--- config.mk ---
export PLATFORM = sky130hd
export DESIGN_NAME = fetch_utlb_stage_flat
export DESIGN_NICKNAME = d
export VERILOG_FILES = /design/src/rtl/fetch_utlb_stage_if.sv /design/src/rtl/fetch_utlb_stage.sv /design/src/flat_wrapper.sv
export SDC_FILE = /design/constraint.sdc
export NUM_CORES = 1
export LEC_CHECK = 0
export ABC_CLOCK_PERIOD_IN_PS = 4300
export CAP_MARGIN = 20
export CORE_UTILIZATION = 45
export DETAILED_ROUTE_END_ITERATION = 10
export MAX_ROUTING_LAYER = met4
export PLACE_DENSITY = 0.69
export RECOVER_POWER = 50
export SKIP_CTS_REPAIR_TIMING = 1
export SLEW_MARGIN = 10
export SYNTH_ARGS = -nofsm -noshare
export SYNTH_HDL_FRONTEND = slang
export SYNTH_SLANG_ARGS = --single-unit
--- constraint.sdc ---
create_clock -name clk -period 4.3 [get_ports clk]
set_input_delay 0.43 -clock clk [delete_from_list [all_inputs] [get_ports clk]]
set_output_delay 0.43 -clock clk [all_outputs]
set_load 0.05 [all_outputs]
--- src/rtl/fetch_utlb_stage_if.sv ---
// ============================================================================
// Module   : fetch_utlb_stage_if
// Brief    : Instruction-bus request channel between the fetch stage and memory.
// Revision : 1.0
// ============================================================================
`default_nettype none

interface fetch_utlb_stage_if;
    logic        inst_req;
    logic        inst_cache;
    logic [31:0] inst_addr;
    logic        inst_addr_ok;

    modport master (
        output inst_req,
        output inst_cache,
        output inst_addr,
        input  inst_addr_ok
    );

    modport slave (
        input  inst_req,
        input  inst_cache,
        input  inst_addr,
        output inst_addr_ok
    );
endinterface

`default_nettype wire

--- src/rtl/fetch_utlb_stage.sv ---
// ============================================================================
// Module   : fetch_utlb_stage
// Brief    : Fetch request stage with a fully associative micro-TLB in front of
//            the shared TLB, plus kseg0/1 bypass and fetch exception detection.
// Revision : 1.0
// ============================================================================
`default_nettype none

module fetch_utlb_stage #(
    parameter int UTLB_ENTRIES = 4,
    parameter bit PERFCNT_EN   = 1'b1
) (
    input  logic                clk,
    input  logic                reset,
    fetch_utlb_stage_if.master  ibus,
    input  logic                tlb_write,
    output logic [31:0]         tlb_vaddr,
    input  logic [31:0]         tlb_paddr,
    input  logic                tlb_miss,
    input  logic                tlb_invalid,
    input  logic [2:0]          tlb_cattr,
    input  logic [2:0]          config_k0,
    input  logic                valid_i,
    input  logic [31:0]         pc_i,
    input  logic                ready_i,
    output logic                ready_o,
    output logic                valid_o,
    output logic [31:0]         pc_o,
    output logic                cancelled_o,
    output logic                exc_o,
    output logic                exc_miss_o,
    output logic [4:0]          exccode_o,
    input  logic                commit_i,
    output logic [31:0]         perfcnt_fetch_waitreq,
    output logic [31:0]         perfcnt_utlb_miss
);

    localparam int              IDX_W  = (UTLB_ENTRIES > 1) ? $clog2(UTLB_ENTRIES) : 1;
    localparam logic [IDX_W-1:0] C_LAST = IDX_W'(UTLB_ENTRIES - 1);
    localparam logic [4:0]      C_EXC_ADEL = 5'd4;
    localparam logic [4:0]      C_EXC_TLBL = 5'd2;

    typedef enum logic [1:0] {
        S_CHECK = 2'd0,
        S_QUERY = 2'd1,
        S_REQ   = 2'd2
    } state_t;

    state_t state_q, state_d;

    logic [31:0]             pc_save_q;
    logic [IDX_W-1:0]        rptr_q;
    logic [UTLB_ENTRIES-1:0] valid_q;
    logic [UTLB_ENTRIES-1:0] miss_q;
    logic [UTLB_ENTRIES-1:0] inv_q;
    logic [19:0]             vpn_q   [UTLB_ENTRIES];
    logic [19:0]             pfn_q   [UTLB_ENTRIES];
    logic [2:0]              cattr_q [UTLB_ENTRIES];

    logic kseg01, kseg0, adel, adel_path, flush;
    assign kseg01    = (pc_i[31:30] == 2'b10);
    assign kseg0     = (pc_i[31:29] == 3'b100);
    assign adel      = (pc_i[1:0] != 2'b00);
    assign adel_path = (state_q == S_CHECK) && adel;
    assign flush     = tlb_write || commit_i;
    assign tlb_vaddr = pc_save_q;

    // Associative lookup; entries never share a vpn, so an OR-mux is one-hot.
    logic [UTLB_ENTRIES-1:0] hit_vec;
    logic                    utlb_hit, hit_miss, hit_inv;
    logic [19:0]             hit_pfn;
    logic [2:0]              hit_cattr;

    always_comb begin
        hit_vec   = '0;
        hit_pfn   = '0;
        hit_cattr = '0;
        hit_miss  = 1'b0;
        hit_inv   = 1'b0;
        for (int i = 0; i < UTLB_ENTRIES; i++) begin
            hit_vec[i] = valid_q[i] && (vpn_q[i] == pc_i[31:12]);
            if (hit_vec[i]) begin
                hit_pfn   = hit_pfn   | pfn_q[i];
                hit_cattr = hit_cattr | cattr_q[i];
                hit_miss  = hit_miss  | miss_q[i];
                hit_inv   = hit_inv   | inv_q[i];
            end
        end
    end
    assign utlb_hit = |hit_vec;

    // The entry filled during QUERY sits one slot behind the fill pointer.
    logic [IDX_W-1:0] fill_idx, rptr_next;
    assign fill_idx  = (rptr_q == '0) ? C_LAST : rptr_q - 1'b1;
    assign rptr_next = (rptr_q == C_LAST) ? '0 : rptr_q + 1'b1;

    logic [19:0] fill_pfn;
    logic [2:0]  fill_cattr;
    logic        fill_miss, fill_inv;
    assign fill_pfn   = pfn_q[fill_idx];
    assign fill_cattr = cattr_q[fill_idx];
    assign fill_miss  = miss_q[fill_idx];
    assign fill_inv   = inv_q[fill_idx];

    logic        req_exc, req, cache, ent_miss;
    logic [31:0] addr;

    always_comb begin
        state_d  = state_q;
        req_exc  = 1'b0;
        req      = 1'b0;
        addr     = {hit_pfn, pc_i[11:0]};
        cache    = hit_cattr[0];
        ent_miss = hit_miss;

        case (state_q)
            S_CHECK: begin
                req_exc = valid_i && (adel || (!kseg01 && utlb_hit && (hit_miss || hit_inv)));
                if (kseg01) begin
                    addr  = {3'b000, pc_i[28:0]};
                    cache = kseg0 && config_k0[0];
                end
                req = valid_i && ready_i && !req_exc && (kseg01 || utlb_hit);
                if (valid_i && ready_i && !kseg01 && !utlb_hit && !adel)
                    state_d = S_QUERY;
            end
            S_QUERY: begin
                state_d = S_REQ;
            end
            S_REQ: begin
                req_exc  = fill_miss || fill_inv;
                addr     = {fill_pfn, pc_save_q[11:0]};
                cache    = fill_cattr[0];
                ent_miss = fill_miss;
                req      = valid_i && ready_i && !req_exc;
                if (ready_i && (ibus.inst_addr_ok || req_exc))
                    state_d = S_CHECK;
            end
            default: begin
                state_d = S_CHECK;
            end
        endcase

        if (commit_i)
            state_d = S_CHECK;
    end

    assign ibus.inst_req   = req;
    assign ibus.inst_addr  = addr;
    assign ibus.inst_cache = cache;
    assign ready_o         = ready_i && (ibus.inst_addr_ok || req_exc);

    always_ff @(posedge clk) begin
        if (reset) begin
            state_q   <= S_CHECK;
            pc_save_q <= '0;
        end else begin
            state_q <= state_d;
            if (state_q == S_CHECK)
                pc_save_q <= pc_i;
        end
    end

    // A flush in the fill cycle suppresses the fill and leaves the pointer alone.
    always_ff @(posedge clk) begin
        if (reset) begin
            valid_q <= '0;
            miss_q  <= '0;
            inv_q   <= '0;
            rptr_q  <= '0;
            for (int i = 0; i < UTLB_ENTRIES; i++) begin
                vpn_q[i]   <= '0;
                pfn_q[i]   <= '0;
                cattr_q[i] <= '0;
            end
        end else if (flush) begin
            valid_q <= '0;
        end else if (state_q == S_QUERY) begin
            valid_q[rptr_q] <= 1'b1;
            vpn_q[rptr_q]   <= pc_save_q[31:12];
            pfn_q[rptr_q]   <= tlb_paddr[31:12];
            miss_q[rptr_q]  <= tlb_miss;
            inv_q[rptr_q]   <= tlb_invalid;
            cattr_q[rptr_q] <= tlb_cattr;
            rptr_q          <= rptr_next;
        end
    end

    always_ff @(posedge clk) begin
        if (reset) begin
            valid_o     <= 1'b0;
            pc_o        <= '0;
            cancelled_o <= 1'b0;
            exc_o       <= 1'b0;
            exc_miss_o  <= 1'b0;
            exccode_o   <= '0;
        end else if (ready_i) begin
            valid_o     <= (valid_i && ibus.inst_addr_ok) || req_exc;
            pc_o        <= (state_q == S_CHECK) ? pc_i : pc_save_q;
            cancelled_o <= commit_i;
            exc_o       <= req_exc;
            exc_miss_o  <= req_exc && !adel_path && ent_miss;
            exccode_o   <= adel ? C_EXC_ADEL : C_EXC_TLBL;
        end
    end

    generate
        if (PERFCNT_EN) begin : g_perf
            logic [31:0] waitreq_q, utlb_miss_q;
            always_ff @(posedge clk) begin
                if (reset) begin
                    waitreq_q   <= '0;
                    utlb_miss_q <= '0;
                end else begin
                    if (req && !ibus.inst_addr_ok)
                        waitreq_q <= waitreq_q + 32'd1;
                    if ((state_q == S_CHECK) && (state_d == S_QUERY))
                        utlb_miss_q <= utlb_miss_q + 32'd1;
                end
            end
            assign perfcnt_fetch_waitreq = waitreq_q;
            assign perfcnt_utlb_miss     = utlb_miss_q;
        end else begin : g_noperf
            assign perfcnt_fetch_waitreq = '0;
            assign perfcnt_utlb_miss     = '0;
        end
    endgenerate

    logic w_unused;
    assign w_unused = ^{config_k0[2:1], tlb_paddr[11:0]};

endmodule

`default_nettype wire

--- src/flat_wrapper.sv ---
// flat-port wrapper written by rule: the top's interface ports become plain ports
module fetch_utlb_stage_flat 
#(
    parameter int UTLB_ENTRIES = 4,
    parameter bit PERFCNT_EN   = 1'b1
)
  (clk, reset, tlb_write, tlb_vaddr, tlb_paddr, tlb_miss, tlb_invalid, tlb_cattr, config_k0, valid_i, pc_i, ready_i, ready_o, valid_o, pc_o, cancelled_o, exc_o, exc_miss_o, exccode_o, commit_i, perfcnt_fetch_waitreq, perfcnt_utlb_miss, ibus_inst_req, ibus_inst_cache, ibus_inst_addr, ibus_inst_addr_ok);
  fetch_utlb_stage_if ibus_i ();
  input  logic clk;
  input  logic reset;
  input  logic tlb_write;
  output logic [31:0] tlb_vaddr;
  input  logic [31:0] tlb_paddr;
  input  logic tlb_miss;
  input  logic tlb_invalid;
  input  logic [2:0] tlb_cattr;
  input  logic [2:0] config_k0;
  input  logic valid_i;
  input  logic [31:0] pc_i;
  input  logic ready_i;
  output logic ready_o;
  output logic valid_o;
  output logic [31:0] pc_o;
  output logic cancelled_o;
  output logic exc_o;
  output logic exc_miss_o;
  output logic [4:0] exccode_o;
  input  logic commit_i;
  output logic [31:0] perfcnt_fetch_waitreq;
  output logic [31:0] perfcnt_utlb_miss;
  output wire logic [$bits(ibus_i.inst_req)-1:0] ibus_inst_req;
  output wire logic [$bits(ibus_i.inst_cache)-1:0] ibus_inst_cache;
  output wire logic [$bits(ibus_i.inst_addr)-1:0] ibus_inst_addr;
  input wire logic [$bits(ibus_i.inst_addr_ok)-1:0] ibus_inst_addr_ok;
  assign ibus_inst_req = ibus_i.inst_req;
  assign ibus_inst_cache = ibus_i.inst_cache;
  assign ibus_inst_addr = ibus_i.inst_addr;
  assign ibus_i.inst_addr_ok = ibus_inst_addr_ok;
  fetch_utlb_stage #(.UTLB_ENTRIES(UTLB_ENTRIES), .PERFCNT_EN(PERFCNT_EN)) u_core (.clk(clk), .reset(reset), .ibus(ibus_i), .tlb_write(tlb_write), .tlb_vaddr(tlb_vaddr), .tlb_paddr(tlb_paddr), .tlb_miss(tlb_miss), .tlb_invalid(tlb_invalid), .tlb_cattr(tlb_cattr), .config_k0(config_k0), .valid_i(valid_i), .pc_i(pc_i), .ready_i(ready_i), .ready_o(ready_o), .valid_o(valid_o), .pc_o(pc_o), .cancelled_o(cancelled_o), .exc_o(exc_o), .exc_miss_o(exc_miss_o), .exccode_o(exccode_o), .commit_i(commit_i), .perfcnt_fetch_waitreq(perfcnt_fetch_waitreq), .perfcnt_utlb_miss(perfcnt_utlb_miss));
endmodule
After elaboration in Yosys (flattened, before gate mapping). Memories as Yosys holds them, arrays and structs flattened. Cells that the tools add are included.

Register bits: 153. Latch bits: 0. RAM bits: 172. Bits in read-only memories: 0. Bits of input ports: 79. Output and inout port bits: 172. Word-level logic and storage cells: 150. Memories: 3.

Add/subtract/negate cells: 4. Multipliers: 0. Div/mod/pow operators: 0. Order comparisons: 3. Eq/ne operators: 10. Shift-type cells: 0. Muxes and demuxes: 54. Bitwise operators: 14. Reduce and logical (&&, ||, !) cells: 48.

Memories: u_core.pfn_q (words 4, width 20, read ports 5, clocked after Yosys merged registers in 0, write ports 4, line fetch_utlb_stage.sv:57) `logic [19:0] pfn_q [UTLB_ENTRIES];`; u_core.vpn_q (words 4, width 20, read ports 4, clocked after Yosys merged registers in 0, write ports 4, line fetch_utlb_stage.sv:56) `logic [19:0] vpn_q [UTLB_ENTRIES];`; u_core.cattr_q (words 4, width 3, read ports 5, clocked after Yosys merged registers in 0, write ports 4, line fetch_utlb_stage.sv:58) `logic [2:0] cattr_q [UTLB_ENTRIES];`.

Operators by type and width (number): 20-bit 2-to-1 mux (6); 20-bit equality test (4); 32-bit by 1-bit adder with 32-bit output, second input constant (2); 32-bit 2-to-1 mux (2); 32-bit case mux with 2 select lines (1); 20-bit bitwise OR (3); 20-bit OR reduction (2); 1-bit 2-to-1 mux (26); 1-bit logical AND (24); 2-bit 2-to-1 mux (8); 1-bit bitwise OR (9); 4-bit bitwise mux (2); 1-bit logical OR (8); 1-bit logical NOT (7); 2-bit equality test, second input constant (3); 2-bit by 3-bit less-than comparator with 1-bit output, second input constant (2); 3-bit 2-to-1 mux (2); 1-bit case mux with 2 select lines (3); 2-bit case mux with 3 select lines (1); 1-bit binary-select mux with 2-bit select (2); 2-bit by 1-bit equality test with 1-bit output, second input constant (2); 2-bit logical NOT (2); 4-bit bitwise OR (1); 4-bit OR reduction (1); 10 further kinds (10).

Logic depth before layout (Yosys ltp). An unclocked memory read counts as a cell.

Word-level depth: 19. Mapped depth: 13. Mapped depth without buffers: 10.

Least setup slack after synthesis. OpenSTA, ideal clock, no wires.

Kind: input-to-output. Start point: input pc_i[21]. End point: output ibus_inst_addr[14]. Arrival: 3289 ps. Required time: 3870 ps. Path slack: 581 ps. Cell stages on the path: 10. Buffers on the path: 2. Cells stage by stage: clkbuf_1 xnor2_1 nand4_1 nor4_1 and2_0 clkbuf_1 a22oi_1 nand2_1 a22oi_1 o21ai_0.

Cells in the longest elaborated chain, start to end: 11. Elaborated cells between the ends (all ways): 17. Those cells by class: eq/ne: 4; mux: 6; bitwise: 3; reduce/logical: 4.

Ends and longest elaborated chain: from (decl) (line flat_wrapper.sv:19) `input logic [31:0] pc_i;`; 20-bit equality test (line fetch_utlb_stage.sv:81) `hit_vec[i] = valid_q[i] && (vpn_q[i] == pc_i[31:12]);`; 1-bit logical AND (line fetch_utlb_stage.sv:81); 20-bit 2-to-1 mux (line fetch_utlb_stage.sv:82) `if (hit_vec[i]) begin`; 20-bit bitwise OR (line fetch_utlb_stage.sv:83) `hit_pfn = hit_pfn | pfn_q[i];`; 20-bit 2-to-1 mux (line fetch_utlb_stage.sv:82); 20-bit bitwise OR (line fetch_utlb_stage.sv:83); 20-bit 2-to-1 mux (line fetch_utlb_stage.sv:82); 20-bit bitwise OR (line fetch_utlb_stage.sv:83); 20-bit 2-to-1 mux * (line fetch_utlb_stage.sv:82); 32-bit 2-to-1 mux (line fetch_utlb_stage.sv:119) `if (kseg01) begin`; 32-bit case mux with 2 select lines * (line fetch_utlb_stage.sv:116) `case (state_q)`; to (decl) (line flat_wrapper.sv:33) `output wire logic [$bits(ibus_i.inst_addr)-1:0] ibus_inst_addr;`.

Every way passes the cells marked *; elsewhere a longest branch is shown, timed or not.

Worst setup path after layout.
Start point: input pc_i[21]. End point: output ibus_inst_addr[25].

Same word-level chain as after synthesis.

==> summary by stage <==
Pwr
The leakage dissipation is 7.143 nW. The peak supply drop is 0.2253 mV. Power spread over the standard cell area amounts to 353.8 mW/mm2.

Worst setup path
The critical path endpoint category is an output pin. The worst setup path category is in -> out. Of all nets on the critical path, the largest fanout is 22. The signal arrival time at the worst endpoint is 3550 ps. The type of origin of the critical path is an input pin. At the worst endpoint, the required time is 3870 ps.

Floorplanning
The row count is 66. The total core area is 0.03270 mm2. The initial standard-cell utilization of the core is 0.4591. 251 I/O pins were placed.

The die is 184.7 um wide. The die area is 0.03410 mm2. Measured along the y axis, the die boundary spans 184.7 um.

Timing
The number of max-slew violations in the final report is 130. Setup repair after global routing left no endpoint under its margin. The clock period minus final worst setup slack is 3977 ps.

The setup TNS is 0 ps. The slew of the pin with the lowest slew margin is 1830 ps. Based on the critical path, the design can be clocked at up to 0.2515 GHz.

The worst clock skew is 25.98 ps. In the finished design, the share of the clock period the worst path needs comes to 0.9248. The final number of hold-violating endpoints is 0. Measured against its own limit, the worst slew margin works out to -0.2210. The final count of negative-setup-slack endpoints is 0.

Drt
In the final routed layout, each cell accounts on average for 20.34 um. The per-cell via count in the routed design is 5.728. The via count of the routed design is 11,972. The antenna violation net count after detailed routing is 0. The total length of routed wires is 42,520 um. After detailed routing, the number of remaining DRC violations is 0. The number of optimization iterations in the first detailed-route pass is 5. The first-iteration detailed-routing DRC count is 830.

GRT
For this run, the total global-route usage over all layers was measured as 0.2559. Entering global routing, the biggest net connects 88 pins. The via count of the first global-routing pass is 11,656. The number of antenna violations at the first check in global routing is 0. The overflow left after global routing is 0. The first global-routing pass estimated 64,990 um of wire.

Yosys
The combined area of all synthesized cells is 0.01501 mm2. The sequential area share after synthesis is 0.5280. The number of instances in the synthesized netlist is 1,408. Counting distinct cell types in the post-synthesis netlist gives 56. Of all flip-flops after synthesis, the portion carrying an async set or reset was 0. The synthesis-stage register bit count is 314. During synthesis, Yosys emitted a total of 0 warnings.

The number of enable flip-flop cells after synthesis is 164. A synthesized cell averages 10.66 um2. The most used flip-flop cell after synthesis is sky130_fd_sc_hd__edfxtp_1.

Hold path
The path class of the tightest hold or removal check is in -> reg.

Status
The run finished, with violations left. The checks that failed: capacitance limit, slew limit.

Clock tree
The number of H-tree branching levels is 2. The worst-case clock buffer depth is 3. Clock tree synthesis inserted a total of 36 buffers.

The post-CTS clock slew at the launch and capture registers of the worst setup and hold paths is 50 ps. The tree is rooted in a sky130_fd_sc_hd__clkbuf_16. TritonCTS built the clock tree. CTS saw 314 sinks. At the later pin of the worst-skew pair, clock insertion delay measures 520 ps.

Final layout
The number of antenna diodes in the final layout is 0. The top cell types in the final layout, fill and taps aside, are sky130_fd_sc_hd__edfxtp_1, sky130_fd_sc_hd__dfxtp_1, sky130_fd_sc_hd__and2_1. The final layout contains 1,707 nets. The share of cells above drive strength 1 is 0.1098.

The most common cell after layout, fill and taps aside is sky130_fd_sc_hd__edfxtp_1. Measured on the finished design, the core utilization comes to 0.5880. Relative to the synthesized area, the layout overhead comes to 28.08%.

Flow run
The max-cap check violation count is 2.

Place
The HPWL reported at the end of detailed placement is 27,820 um. At the end of routability-driven placement, the weighted congestion stood at 0.8772. The count of buffers inserted at the top-level ports is 231.
-- synth_stat cells, types with 28 or more instances --
master | count | area [um2]
sky130_fd_sc_hd__a22oi_1 | 77 | 578.1
sky130_fd_sc_hd__edfxtp_1 | 164 | 4925
sky130_fd_sc_hd__nand4_1 | 31 | 193.9
sky130_fd_sc_hd__nor2_1 | 118 | 442.9
sky130_fd_sc_hd__xnor2_1 | 90 | 788.3
sky130_fd_sc_hd__nand2_1 | 76 | 285.3
sky130_fd_sc_hd__and2_1 | 166 | 1039
sky130_fd_sc_hd__clkbuf_1 | 96 | 360.4
sky130_fd_sc_hd__nand3_1 | 28 | 140.1
sky130_fd_sc_hd__dfxtp_1 | 150 | 3003
sky130_fd_sc_hd__mux2i_1 | 37 | 370.4
sky130_fd_sc_hd__o21ai_0 | 31 | 155.2
sky130_fd_sc_hd__a21oi_1 | 61 | 305.3
sky130_fd_sc_hd__o31ai_1 | 28 | 210.2
sky130_fd_sc_hd__a211oi_1 | 33 | 247.7
-- worst paths after layout --
| kind | depth (start not counted) | start | slack (ps) | to |
|---|---|---|---|---|
| worst min-delay path | 4 | ready_i | 410 | u_core.valid_o |
| worst max-delay path | 12 | pc_i[21] | 320 | ibus_inst_addr[25] |
| worst max register to register | 6 | u_core.state_q[0] | 520 | u_core.vpn_q[0][14] |
| worst min register to register | 2 | u_core.exc_o | 470 | u_core.exc_o |
-- area by class of cell --
class                           count  area, um2
Clock inverter                     15      81.33
Clock buffer                       49      991.0
Timing Repair Buffer              285       2990
Inverter                           17      63.81
Fill cell                        2729      13470
Tap cell                          442      553.0
Sequential cell                   314       7928
Multi-Input combinational cell    968       6621
-- kinds of logic (layout without fill, tap and decap cells) --
| kind of cell | after synthesis | count (layout) | share of synthesized area |
|---|---|---|---|
| compound gates | 248 | 248 | 0.1104 |
| xor+xnor | 100 | 100 | 0.05834 |
| fa+ha+maj | 6 | 6 | 0.005000 |
| buf+inv | 128 | 366 | 0.03317 |
| flops | 314 | 314 | 0.5280 |
| mux | 74 | 74 | 0.06967 |
| other cells | 1 | 3 | 0.0002498 |
| simple gates | 537 | 537 | 0.1951 |
-- worst max-delay path, stage by stage --
cell and delay [ps]:
sky130_fd_sc_hd__dlygate4sd3_1 910, sky130_fd_sc_hd__xnor2_1 210, sky130_fd_sc_hd__nand4_1 110, sky130_fd_sc_hd__nor4_1 350, sky130_fd_sc_hd__clkbuf_1 250, sky130_fd_sc_hd__and2_0 240, sky130_fd_sc_hd__buf_12 210, sky130_fd_sc_hd__a22oi_1 110
sky130_fd_sc_hd__nand2_1 90, sky130_fd_sc_hd__a22oi_1 60, sky130_fd_sc_hd__o21ai_0 370, sky130_fd_sc_hd__buf_12 190
-- stage by stage --
step	area [um2]	cells	power (mW)	worst slack [ps]	hold WS (ps)
finish	19230	2090	6.803	323.4	407.3
global route	19230	2090	7.014	158.3	437.3
CTS	19270	2090	6.868	356.5	385.4
detailed placement	18200	2026	4.065	361.5	465.1
global placement	18200	2026	4.055	450.4	461.8
floorplan	15020	1410	3.755	580.9	436.6
-- registers in the layout, indices dropped and copies added (netlist names) --
signal,flops
u_core.exc_o,1
u_core.state_q,2
u_core.perfcnt_fetch_waitreq,32
u_core.valid_o,1
u_core.tlb_vaddr,32
u_core.cancelled_o,1
u_core.pc_o,32
u_core.rptr_q,2
u_core.valid_q,4
u_core.exc_miss_o,1
u_core.inv_q,4
u_core.cattr_q,4
u_core.perfcnt_utlb_miss,32
u_core.exccode_o,2
u_core.miss_q,4
u_core.pfn_q,80
u_core.vpn_q,80
-- metal layers --
layer / track usage / up-vias / routed length [um]
met5: - / - / 0
met4: 0.09421 / 0 / 1177
met3: 0.03478 / 82 / 3092
met2: 0.4190 / 518 / 20530
met1: 0.3232 / 5830 / 17720
li1: - / 5542 / -
-- where the power goes --
part	leakage, nW	internal [mW]	switching [mW]
registers	2.94	3.24	0.0611
clock network	0.524	1.62	1.20
logic	3.68	0.249	0.440
total	7.14	5.10	1.70
Note: power is estimated with default switching activity, not from simulation.
